===== config.mk =====
export PLATFORM = sky130hd
export DESIGN_NAME = counter_multispeed_flat
export DESIGN_NICKNAME = d
export VERILOG_FILES = /design/src/rtl/counter_multispeed_if.sv /design/src/rtl/counter_multispeed.sv /design/src/flat_wrapper.sv
export SDC_FILE = /design/constraint.sdc
export NUM_CORES = 1
export LEC_CHECK = 0
export ABC_AREA = 1
export BUFFER_PORTS_ARGS = -buffer_cell sky130_fd_sc_hd__buf_2
export CAP_MARGIN = 20
export CORE_ASPECT_RATIO = 1.4
export CORE_UTILIZATION = 45
export DETAILED_ROUTE_END_ITERATION = 8
export GPL_ROUTABILITY_DRIVEN = 0
export PLACE_DENSITY = 0.67
export SYNTH_ARGS = -nofsm -noshare
export SYNTH_HDL_FRONTEND = slang
export SYNTH_SLANG_ARGS = --single-unit

===== constraint.sdc =====
create_clock -name clk -period 1.65 [get_ports clk]
set_input_delay 0.2475 -clock clk [delete_from_list [all_inputs] [get_ports clk]]
set_output_delay 0.2475 -clock clk [all_outputs]
set_load 0.02 [all_outputs]

===== src/rtl/counter_multispeed_if.sv =====
// Control and status bundle for counter_multispeed: start/stop, speed, direction,
// clear/load in; count value and strobes out.
`timescale 1ns/1ps
interface counter_multispeed_if #(
  parameter int WIDTH  = 8,
  parameter int MODE_W = 2
);
  logic              SS;
  logic [MODE_W-1:0] MODE;
  logic              dir;
  logic              clr;
  logic              load;
  logic [WIDTH-1:0]  load_val;
  logic [WIDTH-1:0]  out;
  logic              running;
  logic              tick;
  logic              carry;

  modport master (
    output SS, MODE, dir, clr, load, load_val,
    input  out, running, tick, carry
  );

  modport slave (
    input  SS, MODE, dir, clr, load, load_val,
    output out, running, tick, carry
  );
endinterface


===== src/rtl/counter_multispeed.sv =====
// Start/stop up/down modulo counter advanced by a prescaler tick whose period
// is DIV_BASE << (SPEED_SHIFT*MODE); carry pulses on every wrap for cascading.
`timescale 1ns/1ps
module counter_multispeed #(
  parameter int WIDTH       = 8,
  parameter int MAX_COUNT   = 255,
  parameter int MODE_W      = 2,
  parameter int DIV_BASE    = 2,
  parameter int SPEED_SHIFT = 1
) (
  input  logic              clk,
  input  logic              reset,
  counter_multispeed_if.slave bus
);

  localparam int PMAX  = DIV_BASE << (SPEED_SHIFT * ((1 << MODE_W) - 1));
  localparam int PRE_W = (PMAX > 1) ? $clog2(PMAX) : 1;
  localparam logic [WIDTH-1:0] MAX_V = WIDTH'(MAX_COUNT);

  typedef enum logic {
    ST_STOP = 1'b0,
    ST_RUN  = 1'b1
  } state_t;

  state_t            state_q, state_d;
  logic              ss_q, ss_d;
  logic [MODE_W-1:0] mode_q, mode_d;
  logic [PRE_W-1:0]  pre_q, pre_d;
  logic [WIDTH-1:0]  out_q, out_d;
  logic              tick_q, tick_d;
  logic              carry_q, carry_d;
  logic              ss_rise;
  logic              tick_fire;

  // Terminal prescaler value for a given speed select.
  function automatic logic [PRE_W-1:0] last_pre(input logic [MODE_W-1:0] m);
    int p;
    p = DIV_BASE << (SPEED_SHIFT * int'(m));
    return PRE_W'(p - 1);
  endfunction

  function automatic logic [WIDTH-1:0] sat_load(input logic [WIDTH-1:0] v);
    return (v > MAX_V) ? MAX_V : v;
  endfunction

  always_ff @(posedge clk or posedge reset) begin
    if (reset) begin
      state_q <= ST_STOP;
      ss_q    <= 1'b1;
      mode_q  <= '0;
      pre_q   <= '0;
      out_q   <= '0;
      tick_q  <= 1'b0;
      carry_q <= 1'b0;
    end else begin
      state_q <= state_d;
      ss_q    <= ss_d;
      mode_q  <= mode_d;
      pre_q   <= pre_d;
      out_q   <= out_d;
      tick_q  <= tick_d;
      carry_q <= carry_d;
    end
  end

  always_comb begin
    state_d   = state_q;
    ss_d      = bus.SS;
    mode_d    = bus.MODE;
    pre_d     = pre_q;
    out_d     = out_q;
    tick_d    = 1'b0;
    carry_d   = 1'b0;
    tick_fire = 1'b0;
    ss_rise   = bus.SS & ~ss_q;

    if (ss_rise) begin
      state_d = (state_q == ST_STOP) ? ST_RUN : ST_STOP;
    end

    // A speed change restarts the period; STOP freezes the phase.
    if (bus.MODE != mode_q) begin
      pre_d = '0;
    end else if (state_q == ST_RUN) begin
      if (pre_q == last_pre(mode_q)) begin
        pre_d     = '0;
        tick_fire = 1'b1;
      end else begin
        pre_d = pre_q + 1'b1;
      end
    end

    if (tick_fire) begin
      tick_d = 1'b1;
      if (bus.dir) begin
        if (out_q >= MAX_V) begin
          out_d   = '0;
          carry_d = 1'b1;
        end else begin
          out_d = out_q + 1'b1;
        end
      end else begin
        if (out_q == '0) begin
          out_d   = MAX_V;
          carry_d = 1'b1;
        end else begin
          out_d = out_q - 1'b1;
        end
      end
    end

    // Clear beats load, and both discard any tick of this cycle.
    if (bus.clr) begin
      out_d   = '0;
      pre_d   = '0;
      state_d = ST_STOP;
      tick_d  = 1'b0;
      carry_d = 1'b0;
    end else if (bus.load) begin
      out_d   = sat_load(bus.load_val);
      pre_d   = '0;
      tick_d  = 1'b0;
      carry_d = 1'b0;
    end
  end

  assign bus.out     = out_q;
  assign bus.running = (state_q == ST_RUN);
  assign bus.tick    = tick_q;
  assign bus.carry   = carry_q;

endmodule


===== src/flat_wrapper.sv =====
// flat-port wrapper written by rule: the top's interface ports become plain ports
module counter_multispeed_flat 
#(
  parameter int WIDTH       = 8,
  parameter int MAX_COUNT   = 255,
  parameter int MODE_W      = 2,
  parameter int DIV_BASE    = 2,
  parameter int SPEED_SHIFT = 1
)
  (clk, reset, bus_SS, bus_MODE, bus_dir, bus_clr, bus_load, bus_load_val, bus_out, bus_running, bus_tick, bus_carry);
  counter_multispeed_if #(.WIDTH(WIDTH), .MODE_W(MODE_W)) bus_i ();
  input  logic clk;
  input  logic reset;
  input wire logic [$bits(bus_i.SS)-1:0] bus_SS;
  input wire logic [$bits(bus_i.MODE)-1:0] bus_MODE;
  input wire logic [$bits(bus_i.dir)-1:0] bus_dir;
  input wire logic [$bits(bus_i.clr)-1:0] bus_clr;
  input wire logic [$bits(bus_i.load)-1:0] bus_load;
  input wire logic [$bits(bus_i.load_val)-1:0] bus_load_val;
  output wire logic [$bits(bus_i.out)-1:0] bus_out;
  output wire logic [$bits(bus_i.running)-1:0] bus_running;
  output wire logic [$bits(bus_i.tick)-1:0] bus_tick;
  output wire logic [$bits(bus_i.carry)-1:0] bus_carry;
  assign bus_i.SS = bus_SS;
  assign bus_i.MODE = bus_MODE;
  assign bus_i.dir = bus_dir;
  assign bus_i.clr = bus_clr;
  assign bus_i.load = bus_load;
  assign bus_i.load_val = bus_load_val;
  assign bus_out = bus_i.out;
  assign bus_running = bus_i.running;
  assign bus_tick = bus_i.tick;
  assign bus_carry = bus_i.carry;
  counter_multispeed #(.WIDTH(WIDTH), .MAX_COUNT(MAX_COUNT), .MODE_W(MODE_W), .DIV_BASE(DIV_BASE), .SPEED_SHIFT(SPEED_SHIFT)) u_core (.clk(clk), .reset(reset), .bus(bus_i));
endmodule

==> Word-level counts from Yosys, hierarchy flattened <==
Index checks and enable logic that the tools add are counted.
{ "classes": {"addsub": 4, "order_cmp": 2, "eq_ne": 2, "n_shift": 1, "mux": 27, "bitwise": 2, "reduce_logical": 4} }
{ "ops": {"columns": ["cell", "count"], "rows": [
  ["two-way mux 8 bit", 7],
  ["two-way mux 4 bit", 5],
  ["two-way mux 1 bit", 15],
  ["adder 8 x 1 -> 8 bit (second input constant)", 1],
  ["greater-or-equal comparator 8 bit (second input constant)", 1],
  ["greater-than comparator 8 bit (second input constant)", 1],
  ["logical NOT 8 bit", 1],
  ["subtractor 8 x 1 -> 8 bit (second input constant)", 1],
  ["adder 4 x 1 -> 4 bit (second input constant)", 1],
  ["equality test 4 bit", 1],
  ["nonzero test 4 bit", 1],
  ["left shift 2 x 2 -> 4 bit (first input constant)", 1],
  ["subtractor 4 x 2 -> 4 bit (second input constant)", 1],
  ["nonzero test 3 bit", 1],
  ["!= test 2 bit", 1],
  ["nonzero test 2 bit", 1],
  ["AND 1 bit", 1],
  ["NOT 1 bit", 1]
]} }
{ "totals": {"regBits": 18, "inputBits": 16, "output_inout_bits": 11, "word_cells": 49} }

==> Longest topological paths before layout <==
Gate-level depths: netlist of the first run.
{ "logic_depth": {"word_depth": 9, "depth_mapped": 11, "depth_no_buf": 11} }

==> Least setup slack after synthesis of the first run <==
Ideal clock, no wire load.
{ "synth_path": {"path_kind": "flip-flop to flip-flop", "start": "register u_core.out_q[0] (netlist: u_core.bus.out[0])", "end": "register u_core.out_q[7] (netlist: u_core.bus.out[7])", "setup_ns": 0.117, "arrival_time_ns": 1.436, "required_time_ns": 1.533, "setup_slack_ns": 0.096, "stages_incl_launch_ff": 11, "n_path_buf": 0, "period_less_slack_ns": 1.554, "path_cell_list": "dfrtp_1 -> inv_1 -> ha_1 -> nand2_1 -> nor2_1 -> nor2_1 -> nand3_1 -> nand2_1 -> nand2_1 -> nand3_1 -> nand2_1"} }
{ "synth_between": {"elab_chain_cells": 6, "elab_cells_between_ends": 10, "classes_between": "add/sub (2); order compare (1); mux (6); reduce/logical (1)"} }
{ "synth_lines": {"columns": ["item", "line_no", "rtl"], "rows": [
  ["start: declaration", "counter_multispeed.sv:29", "logic [WIDTH-1:0] out_q, out_d;"],
  ["start signal: assignment", "counter_multispeed.sv:60", "out_q <= out_d;"],
  ["subtractor 8 x 1 -> 8 bit, or another cell as far along", "counter_multispeed.sv:107", "out_d = out_q - 1'b1;"],
  ["two-way mux 8 bit, on equally long branches", "counter_multispeed.sv:103, counter_multispeed.sv:96", null],
  ["two-way mux 8 bit (*)", "counter_multispeed.sv:95", "if (bus.dir) begin"],
  ["two-way mux 8 bit (*)", "counter_multispeed.sv:93", "if (tick_fire) begin"],
  ["two-way mux 8 bit (*)", "counter_multispeed.sv:119", "end else if (bus.load) begin"],
  ["two-way mux 8 bit (*)", "counter_multispeed.sv:113", "if (bus.clr) begin"]
]} }
Mark *: on every way between the ends. The rest lies on a longest branch, timed or not. The select of a mux whose other input is x is not followed.
A chain may end at the register's enable or synchronous reset.

==> Final worst setup path of the first run <==
{ "layout_path": {"start": "register u_core.out_q[1] (netlist: u_core.bus.out[1])", "end": "register u_core.carry_q (netlist: u_core.bus.carry)"} }
{ "layout_between": {"elab_chain_cells": 6, "elab_cells_between_ends": 8, "classes_between": "order compare (1); mux (6); reduce/logical (1)"} }
{ "layout_lines": {"columns": ["item", "line_no", "rtl"], "rows": [
  ["greater-or-equal comparator 8 bit / logical NOT 8 bit (equally long branches)", "counter_multispeed.sv:96, counter_multispeed.sv:103", null],
  ["two-way mux 1 bit, on equally long branches", "counter_multispeed.sv:96, counter_multispeed.sv:103", null],
  ["two-way mux 1 bit (*)", "counter_multispeed.sv:95", null],
  ["two-way mux 1 bit (*)", "counter_multispeed.sv:93", null],
  ["two-way mux 1 bit (*)", "counter_multispeed.sv:119", null],
  ["two-way mux 1 bit (*)", "counter_multispeed.sv:113", null],
  ["net u_core.carry_d", "counter_multispeed.sv:31", "logic carry_q, carry_d;"],
  ["end signal: assignment", "counter_multispeed.sv:62", "carry_q <= carry_d;"],
  ["end: declaration", "counter_multispeed.sv:31", null]
]} }
The timed path passes the listed nets; every way through them passes the cells marked *.

==> results.py, run 1 <==
metrics = {
    "synth": {
        "synth.yosys.seq_area_share_pct": 32.4,
        "synth.distinct_cells": 29,
        "netlist_area_sq_um": 1400,
        "ys.warnings.count": 0,
        "synthCells": 206,
        "ys_ff_latch": 18,
        "synth_area_per_cell_sq_um": 6.77,
        "syn_nets": 226,
    },
    "power_and_ir_drop": {
        "power_w": 0.00123,
        "pwr-share-comb_pct": 28.8,
        "swShare_pct": 33.9,
        "p_leak_nw": 0.872,
        "ir_worst_vdd_mv": 0.519,
        "clkPwrFrac_pct": 30.0,
        "pwr-share-seq_pct": 41.3,
        "cellPowerDensity_nw_per_um2": 735,
        "switching_power_w": 0.000417,
        "p_int_w": 0.000814,
    },
    "clocking": {
        "cts_htree_levels": 1,
        "clock_sinks": 18,
        "clk_latency_ns": 0.26,
        "tritoncts": "built",
        "cts_buffers": 3,
        "postCtsHoldBufs": 0,
        "cts_max_path_buffers": 2,
        "cts-root-buf": "clkbuf_8",
        "path_clk_slew_ns": 0.07,
    },
    "critical_path": {
        "critical_path_buf_inv_count": 2,
        "slowest_delay_ns": 0.44,
        "endpoint_kind": "flip-flop",
        "path_cells": "inv_1 > ha_1 > nand2_1 > nor2_1 > nor2_2 > buf_4 > nor4_2",
        "critPathKind": "reg2reg",
        "crit_fanout": 6,
        "crit_required_ns": 1.81,
        "worstPathArrival_ns": 1.73,
        "critical_path.slowest_cell": "dfrtp_2",
        "crit_family": "simple AND/OR/NAND/NOR gates",
        "startpoint_type": "flip-flop",
    },
    "routing": {
        "drt_pass1_iterations": 4,
        "top_layer": "met4",
        "drt-met1-wl_mm": 1.37,
        "routed_wl_mm": 3.48,
        "vias_per_cell": 5.12,
        "dr_wl_met2_mm": 1.88,
        "drtIter0Drc": 41,
        "wire_per_inst_microns": 12.6,
        "vias": 1408,
        "dr_wl_met3_microns": 155,
        "final_antenna_net_count": 0,
        "drc": 0,
    },
    "global_routing": {
        "grt_pass1_vias": 1267,
        "grt_max_degree": 19,
        "grt_antenna_before_repair": 0,
        "grt-ovfl-total": 0,
        "grt_use_total_pct": 22.3,
        "grt_pass1_wl_mm": 5.52,
    },
    "sta": {
        "period_needed_ns": 1.58,
        "fmax_mhz": 634,
        "finalMaxSlewViolations": 0,
        "rsz0062_at_grt": "true",
        "worst_slew_pin_slew_ns": 0.450,
        "min_period_over_period_pct": 95.6,
        "relSlewSlack_pct": 70.0,
        "setup_violations": 0,
        "hold_viol_final": 17,
        "holdWs_ns": -0.00761,
        "clock_skew_ns": 0.00164,
    },
    "finish": {
        "final_cell_mix": "nand2_1 (65), buf_2 (26), nand3_1 (19)",
        "stdcell_count": 275,
        "nets": 259,
        "layout-drive-gt1-share_pct": 28.6,
        "syn_to_final_growth_pct": 20.2,
        "fin_area_sq_um": 1680,
        "final_common_cell": "nand2_1",
        "fill_cells": 294,
        "antenna_cells": 0,
    },
    "die": {
        "start_util_pct": 48.0,
        "die_x_microns": 49.1,
        "die_height_microns": 67.9,
        "core_area_sq_um": 2910,
        "row_count": 23,
        "ioPinCount": 27,
        "die_area_sq_um": 3330,
    },
    "min_path": {
        "hold_class": "in2async",
    },
    "placement": {
        "dp_hpwl_mm": 2.74,
        "io_buffer_count": 26,
        "place_inst": 269,
        "placed_area_sq_um": 1580,
    },
    "run_status": {
        "violations": "negative hold slack",
        "outcome": "finished, violations left",
    },
    "job": {
        "drv_cap": 0,
    },
}
cells by family (layout without fill, tap and decap cells):
kind of cell	count (synthesis)	count (layout)	share of synthesized area, %
compound gates	26	26	11.4
xor+xnor	6	6	3.77
fa+ha+maj	4	4	3.59
buf+inv	26	58	7.89
flops	18	18	32.4
simple gates	126	126	41.0
stage by stage:
| step | utilization, % | hold WS [ns] | worst slack [ns] | setup TNS [ns] |
|---|---|---|---|---|
| detailed placement | 54.3 | 0.278 | 0.0593 | 0 |
| global route | 57.7 | 0.0167 | -0.0419 | -0.0647 |
| floorplan | - | 0.185 | 0.0965 | 0 |
| finish | 57.7 | -0.00761 | 0.0718 | 0 |
| CTS | 56.2 | 0.00162 | 0.0568 | 0 |
| global placement | 54.3 | 0.275 | 0.0634 | 0 |
routing by layer:
metal  vias to the layer above  global-route usage [%]
met3                         5                    1.33
met2                        51                    45.3
met1                       636                    23.3
met5                         -                       0
met4                         0                    10.7
li1                        716                       -
worst register-to-register path: cells and delay by family (launching register included):
kind                       cells  cell delay [ns]
adders and majority gates      1             0.16
buffers and inverters          2             0.25
DFF                            1             0.44
and+or+nand+nor                4             0.62
final cells by class:
| class | instances | area, sq um | area share (%) |
|---|---|---|---|
| Timing Repair Buffer | 33 | 183 | 10.9 |
| Inverter | 21 | 78.8 | 4.70 |
| Sequential cell | 18 | 454 | 27.1 |
| Multi-Input combinational cell | 162 | 860 | 51.3 |
| Clock buffer | 4 | 55.1 | 3.28 |
| Tap cell | 37 | 46.3 | 2.76 |
repair_timing:
action,4_1_cts,5_1_grt
setup endpoints to repair,0,5
resized for setup,0,11
setup buffers,0,2
power groups by stage:
| stage | Clock (W) | Sequential [W] | Combinational, W |
|---|---|---|---|
| after floorplan | 0 | 0.000520 | 0.000231 |
| after detailed placement | 0 | 0.000513 | 0.000342 |
| after global placement | 0 | 0.000512 | 0.000342 |
| after global routing | 0.000396 | 0.000512 | 0.000395 |
| after CTS | 0.000373 | 0.000504 | 0.000344 |
| final | 0.000369 | 0.000508 | 0.000354 |
registers in the layout, indices dropped and copies added, names as in the netlist:
name	flops
u_core.pre_q	4
u_core.mode_q	2
u_core.bus.carry	1
u_core.ss_q	1
u_core.bus.running	1
u_core.bus.out	8
u_core.bus.tick	1
cell usage after synthesis (all sizes together):
master | count | area, sq um
buf | 3 | 21.3
xnor2 | 3 | 26.3
nor4 | 1 | 6.26
dfstp | 1 | 26.3
clkbuf | 2 | 10.0
a21oi | 5 | 36.3
nand3b | 3 | 22.5
inv | 21 | 78.8
a21boi | 1 | 7.51
o21ai | 16 | 87.6
nand2 | 70 | 285
a21o | 1 | 7.51
o22ai | 2 | 12.5
ha | 4 | 50.1
nor2 | 28 | 133
or2 | 4 | 25.0
xor2 | 3 | 26.3
nor3 | 1 | 5.00
dfrtp | 17 | 425
nand3 | 19 | 95.1
o31ai | 1 | 7.51
worst paths after layout:
kind                                                  to                           from  slack [ns]  depth (start not counted)
setup / recovery              u_core.bus.carry$_DFF_PP0_  u_core.bus.out[1]$_DFFE_PP0P_        0.07                          7
hold / removal                u_core.mode_q[1]$_DFF_PP0_                          reset      -0.008                          3
setup reg to reg              u_core.bus.carry$_DFF_PP0_  u_core.bus.out[1]$_DFFE_PP0P_        0.07                          7
hold reg to reg            u_core.bus.out[5]$_DFFE_PP0P_  u_core.bus.out[5]$_DFFE_PP0P_        0.59                          2
max in group asynchronous          u_core.ss_q$_DFF_PP1_                          reset        1.40                          3
min in group clk                   u_core.ss_q$_DFF_PP1_                         bus_SS        0.09                          1
Note: power is estimated with default switching activity, not from simulation.
==> inputs of run 2 (changes only) <==
--- a/config.mk
+++ b/config.mk
@@ -9,10 +9,10 @@
 export BUFFER_PORTS_ARGS = -buffer_cell sky130_fd_sc_hd__buf_2
 export CAP_MARGIN = 20
 export CORE_ASPECT_RATIO = 1.4
-export CORE_UTILIZATION = 45
+export CORE_UTILIZATION = 55
 export DETAILED_ROUTE_END_ITERATION = 8
 export GPL_ROUTABILITY_DRIVEN = 0
-export PLACE_DENSITY = 0.67
+export PLACE_DENSITY = 0.79
 export SYNTH_ARGS = -nofsm -noshare
 export SYNTH_HDL_FRONTEND = slang
 export SYNTH_SLANG_ARGS = --single-unit
==> run 2 against run 1 <==
  * The flow now finishes without violations
  * Highest routed layer unchanged
  * Utilization up 9.1 points
  * First-iteration DRC count up 37%
  * Final area down 4.8%
  * Global-route usage up 4.7 points
  * Critical path depth up 3
  * Flip-flop and latch count unchanged
  * Wire length down 1.5%
  * Sequential share of layout area up 1.3 points
==> results.py, run 2 (synthesized netlist as in run 1, its figures left out) <==
metrics = {
    "run_status": {
        "outcome": "finished, final reports clean",
    },
    "finish": {
        "fill_cells": 221,
        "layout-drive-gt1-share_pct": 25.2,
        "nets": 255,
        "post-route-util_pct": 66.8,
        "stdcell_count": 268,
        "largest_register_ffs": 8,
        "antenna_cells": 0,
        "final_cell_mix": "nand2_1 (66), buf_2 (26), nor2_1 (19), nand3_1 (19), inv_1 (17)",
        "final-seq-area_sq_um": 453,
        "final_common_cell": "nand2_1",
        "multi_input_area_sq_um": 843,
        "syn_to_final_growth_pct": 14.4,
    },
    "clocking": {
        "cts_htree_levels": 1,
        "clk_latency_ns": 0.30,
        "cts_max_path_buffers": 2,
        "tritoncts": "built",
        "cts-root-buf": "clkbuf_4",
        "path_clk_slew_ns": 0.11,
        "clock_sinks": 18,
        "postCtsHoldBufs": 0,
        "cts_buffers": 3,
    },
    "sta": {
        "rsz0062_at_grt": "false",
        "setup_ws_ns": 0.148,
        "hold_viol_final": 0,
        "setup-tns-final_ns": 0,
        "clock_skew_ns": 0.00811,
        "setup_violations": 0,
        "min_period_over_period_pct": 91.0,
        "finalMaxSlewViolations": 0,
        "fmax_mhz": 666,
        "worst_slew_pin_slew_ns": 0.706,
        "relSlewSlack_pct": 52.9,
        "period_needed_ns": 1.50,
    },
    "routing": {
        "drt_pass1_iterations": 5,
        "drtIter0Drc": 56,
        "vias": 1436,
        "vias_per_cell": 5.36,
        "routed_wl_mm": 3.42,
        "final_antenna_net_count": 0,
        "drc": 0,
        "wire_per_inst_microns": 12.8,
    },
    "placement": {
        "dp_hpwl_mm": 2.73,
        "io_buffer_count": 26,
        "place_ws_ns": 0.0254,
        "place_inst": 263,
    },
    "critical_path": {
        "critical_path_buf_inv_count": 1,
        "endpoint_kind": "flip-flop",
        "critical_path.slowest_cell": "dfrtp_1",
        "startpoint_type": "flip-flop",
        "r2r_slack_ns": 0.15,
        "rr_endpoint": "u_core.bus.out[7]$_DFFE_PP0P_",
        "r2r_start": "u_core.bus.out[1]$_DFFE_PP0P_",
        "crit_fanout": 4,
        "crit_required_ns": 1.86,
        "worstPathArrival_ns": 1.71,
        "critPathKind": "reg2reg",
        "cpMostUsedCell": "nand2_1",
        "worst_r2r_path_depth": 10,
        "crit_family": "simple AND/OR/NAND/NOR gates",
        "path_cells": "inv_1 > ha_1 > nand2_1 > nor2_1 > nor2_2 > nand3_1 > nand2_1 > nand2_1 > nand3_1 > nand2_1",
        "slowest_delay_ns": 0.41,
    },
    "power_and_ir_drop": {
        "power_w": 0.00109,
        "cellPowerDensity_nw_per_um2": 682,
        "p_leak_nw": 0.837,
        "ir_worst_vdd_mv": 0.511,
    },
    "die": {
        "start_util_pct": 58.3,
        "die_x_microns": 44.6,
        "die_height_microns": 61.6,
        "ioPinCount": 27,
        "row_count": 21,
        "core_area_sq_um": 2390,
        "die_area_sq_um": 2740,
    },
    "global_routing": {
        "grt_pass1_wl_mm": 5.40,
        "grt-ovfl-total": 0,
        "grt_use_total_pct": 27.0,
        "grt_pass1_vias": 1286,
        "grt_antenna_before_repair": 0,
        "grt_max_degree": 19,
    },
    "job": {
        "drv_cap": 0,
    },
    "min_path": {
        "hold_class": "in2async",
    },
}
==> run 2: final cells by class <==
class | count | area share (%)
Tap cell | 34 | 2.66
Inverter | 21 | 4.94
Timing Repair Buffer | 29 | 9.56
Clock buffer | 4 | 1.65
Multi-Input combinational cell | 162 | 52.8
Sequential cell | 18 | 28.4
==> run 2: layer usage <==
layer  up-vias  routed length [microns]  global-route usage [%]
met5         -                        0                       0
met4         0                       69                    16.5
met3         7                      181                    3.23
met2        56                     1880                    51.1
met1       656                     1290                    27.8
li1        717                        -                       -
==> run 2: timing repair <==
action / CTS / global route
gates resized for setup: 0 / 6
setup buffers: 0 / 1
setup endpoints to repair: 0 / 5
==> run 2: worst max path at each step <==
| stage | start | endpoint | cells past startpoint |
|---|---|---|---|
| after detailed placement | u_core.bus.out[0]$_DFFE_PP0P_ | u_core.bus.out[7]$_DFFE_PP0P_ | 10 |
| after floorplan | u_core.bus.out[0]$_DFFE_PP0P_ | u_core.bus.out[7]$_DFFE_PP0P_ | 10 |
| final | u_core.bus.out[1]$_DFFE_PP0P_ | u_core.bus.out[7]$_DFFE_PP0P_ | 10 |
| after CTS | u_core.bus.out[0]$_DFFE_PP0P_ | u_core.bus.out[7]$_DFFE_PP0P_ | 10 |
| after global routing | u_core.bus.out[5]$_DFFE_PP0P_ | u_core.bus.out[7]$_DFFE_PP0P_ | 9 |
| after global placement | u_core.bus.out[0]$_DFFE_PP0P_ | u_core.bus.out[7]$_DFFE_PP0P_ | 10 |
==> run 2: through the flow <==
stage / area (sq um) / hold WS [ns]
after floorplan: 1400 / 0.185
after global placement: 1550 / 0.363
after detailed placement: 1550 / 0.365
after CTS: 1580 / 0.0450
after global routing: 1600 / 0.0438
final: 1600 / 0.0370
==> run 2: where the power goes <==
| group | switching (W) | internal [W] | leakage (nW) |
|---|---|---|---|
| combinational | 0.000215 | 0.000127 | 0.588 |
| clock | 0.000143 | 0.0000943 | 0.0150 |
| sequential | 0.0000433 | 0.000466 | 0.234 |
==> inputs of run 3 (changes only) <==
--- a/config.mk
+++ b/config.mk
@@ -13,6 +13,7 @@
 export DETAILED_ROUTE_END_ITERATION = 8
 export GPL_ROUTABILITY_DRIVEN = 0
 export PLACE_DENSITY = 0.79
+export REMOVE_ABC_BUFFERS = 1
 export SYNTH_ARGS = -nofsm -noshare
 export SYNTH_HDL_FRONTEND = slang
 export SYNTH_SLANG_ARGS = --single-unit
==> run 3 against run 2 <==
  * Die area unchanged
  * Sequential power barely moved
  * Critical endpoint unchanged
  * Total power increased by 2.8%
  * Highest routed layer unchanged
==> results.py, run 3 (synthesized netlist as in run 1, its figures left out) <==
metrics = {
    "run_status": {
        "outcome": "finished, final reports clean",
    },
    "routing": {
        "routed_wl_mm": 3.30,
        "vias_per_cell": 5.40,
        "drc": 0,
        "wire_per_inst_microns": 12.4,
        "final_antenna_net_count": 0,
        "vias": 1436,
        "drtIter0Drc": 46,
        "drt_pass1_iterations": 4,
    },
    "critical_path": {
        "r2r_start": "u_core.bus.out[0]$_DFFE_PP0P_",
        "startpoint_type": "flip-flop",
        "critical_path.slowest_cell": "dfrtp_1",
        "endpoint_kind": "flip-flop",
        "rr_endpoint": "u_core.bus.out[7]$_DFFE_PP0P_",
        "crit_fanout": 5,
        "worst_r2r_path_depth": 10,
        "crit_required_ns": 1.85,
        "worstPathArrival_ns": 1.77,
        "crit_start": "u_core.bus.out[0]$_DFFE_PP0P_",
        "path_cells": "ha_1 > nand2_1 > nor2_2 > nand3_1 > nand3_1 > nand2_1 > nand2_1 > nand2_1 > nand3_1 > nand2_1",
        "slowest_delay_ns": 0.42,
        "r2r_slack_ns": 0.08,
        "cpMostUsedCell": "nand2_1",
        "critPathKind": "reg2reg",
    },
    "global_routing": {
        "grt_antenna_before_repair": 0,
        "grt-ovfl-total": 0,
        "grt_pass1_wl_mm": 5.52,
        "grt_max_degree": 19,
        "grt_pass1_vias": 1334,
        "grt_use_total_pct": 27.5,
    },
    "sta": {
        "finalMaxSlewViolations": 0,
        "clock_skew_ns": 0.00421,
        "setup_ws_ns": 0.0818,
        "period_needed_ns": 1.57,
        "relSlewSlack_pct": 54.5,
        "rsz0062_at_grt": "true",
        "fmax_mhz": 638,
        "hold_viol_final": 0,
        "holdWs_ns": 0.0271,
        "min_period_over_period_pct": 95.0,
        "worst_slew_pin_slew_ns": 0.682,
        "setup_violations": 0,
    },
    "finish": {
        "antenna_cells": 0,
        "layout-drive-gt1-share_pct": 24.6,
        "largest_register_ffs": 8,
        "nets": 253,
        "final_cell_mix": "nand2_1 (67), buf_2 (26), nor2_1 (19), nand3_1 (19), inv_1 (18)",
        "syn_to_final_growth_pct": 14.0,
        "final_common_cell": "nand2_1",
    },
    "clocking": {
        "clk_latency_ns": 0.30,
        "cts_htree_levels": 1,
        "tritoncts": "built",
        "clock_sinks": 18,
        "cts-root-buf": "clkbuf_4",
        "cts_buffers": 3,
        "path_clk_slew_ns": 0.11,
        "cts_max_path_buffers": 2,
    },
    "job": {
        "drv_cap": 0,
    },
    "die": {
        "die_x_microns": 44.6,
        "ioPinCount": 27,
        "die_area_sq_um": 2740,
        "row_count": 21,
        "start_util_pct": 58.3,
        "die_height_microns": 61.6,
        "core_area_sq_um": 2390,
    },
    "placement": {
        "io_buffer_count": 26,
        "place_ws_ns": 0.0935,
        "dp_hpwl_mm": 2.60,
    },
    "power_and_ir_drop": {
        "power_w": 0.00112,
        "p_leak_nw": 0.832,
        "cellPowerDensity_nw_per_um2": 704,
        "ir_worst_vdd_mv": 0.417,
    },
    "min_path": {
        "hold_class": "in2async",
    },
}
-- run 3: cell count changes in the layout (fill, tap and decap cells not counted), sizes merged --
cell / previous run / this run
buf: 29 / 27
-- run 3: area by class of cell --
class	count	area [sq um]
sequential	18	454
clock buffer	4	36.3
inverter	21	78.8
timing repair buffer	27	138
multi-input combinational	162	841
tap	34	42.5
fill	230	801
-- run 3: layer usage --
| metal | up-vias | part of all wire, % | global-route usage [%] |
|---|---|---|---|
| met5 | - | 0 | 0 |
| met4 | 0 | 2.6 | 12.1 |
| met3 | 13 | 5.6 | 2.64 |
| met2 | 59 | 53 | 51.3 |
| met1 | 653 | 39 | 31.3 |
| li1 | 711 | - | - |
-- run 3: worst max-delay path by stage --
stage                                         end  slack [ns]  depth (start not counted)
global route        u_core.bus.out[6]$_DFFE_PP0P_       -0.02                          9
CTS                 u_core.bus.out[7]$_DFFE_PP0P_        0.07                         10
global placement    u_core.bus.out[7]$_DFFE_PP0P_        0.13                         10
detailed placement  u_core.bus.out[7]$_DFFE_PP0P_        0.09                         10
floorplan           u_core.bus.out[7]$_DFFE_PP0P_        0.09                         10
finish              u_core.bus.out[7]$_DFFE_PP0P_        0.08                         10
-- run 3: metrics by stage --
step / area [sq um] / utilization (%) / TNS [ns] / std cells
floorplan: 1360 / - / 0 / 201
global placement: 1540 / 64.6 / 0 / 262
detailed placement: 1540 / 64.6 / 0 / 262
CTS: 1580 / 66.1 / 0 / 266
global route: 1590 / 66.5 / -0.0317 / 266
finish: 1590 / 66.5 / 0 / 266
-- run 3: critical path: cells and delay by family, from the launching register on --
kind | cells | cell delay [ns]
adder cells (fa/ha/maj) | 1 | 0.18
flip-flops | 1 | 0.42
AND/OR/NAND/NOR | 9 | 0.85
-- run 3: power by group --
part / internal (W) / switching (W)
combinational: 0.000122 / 0.000208
sequential: 0.000466 / 0.0000447
clock: 0.000135 / 0.000144
total: 0.000723 / 0.000397
-- run 3: what timing repair did --
| item | CTS | global route |
|---|---|---|
| setup endpoints to repair | 0 | 5 |
| resized for setup | 0 | 5 |
| setup buffers | 0 | 0 |
| hold buffers | 0 | 0 |
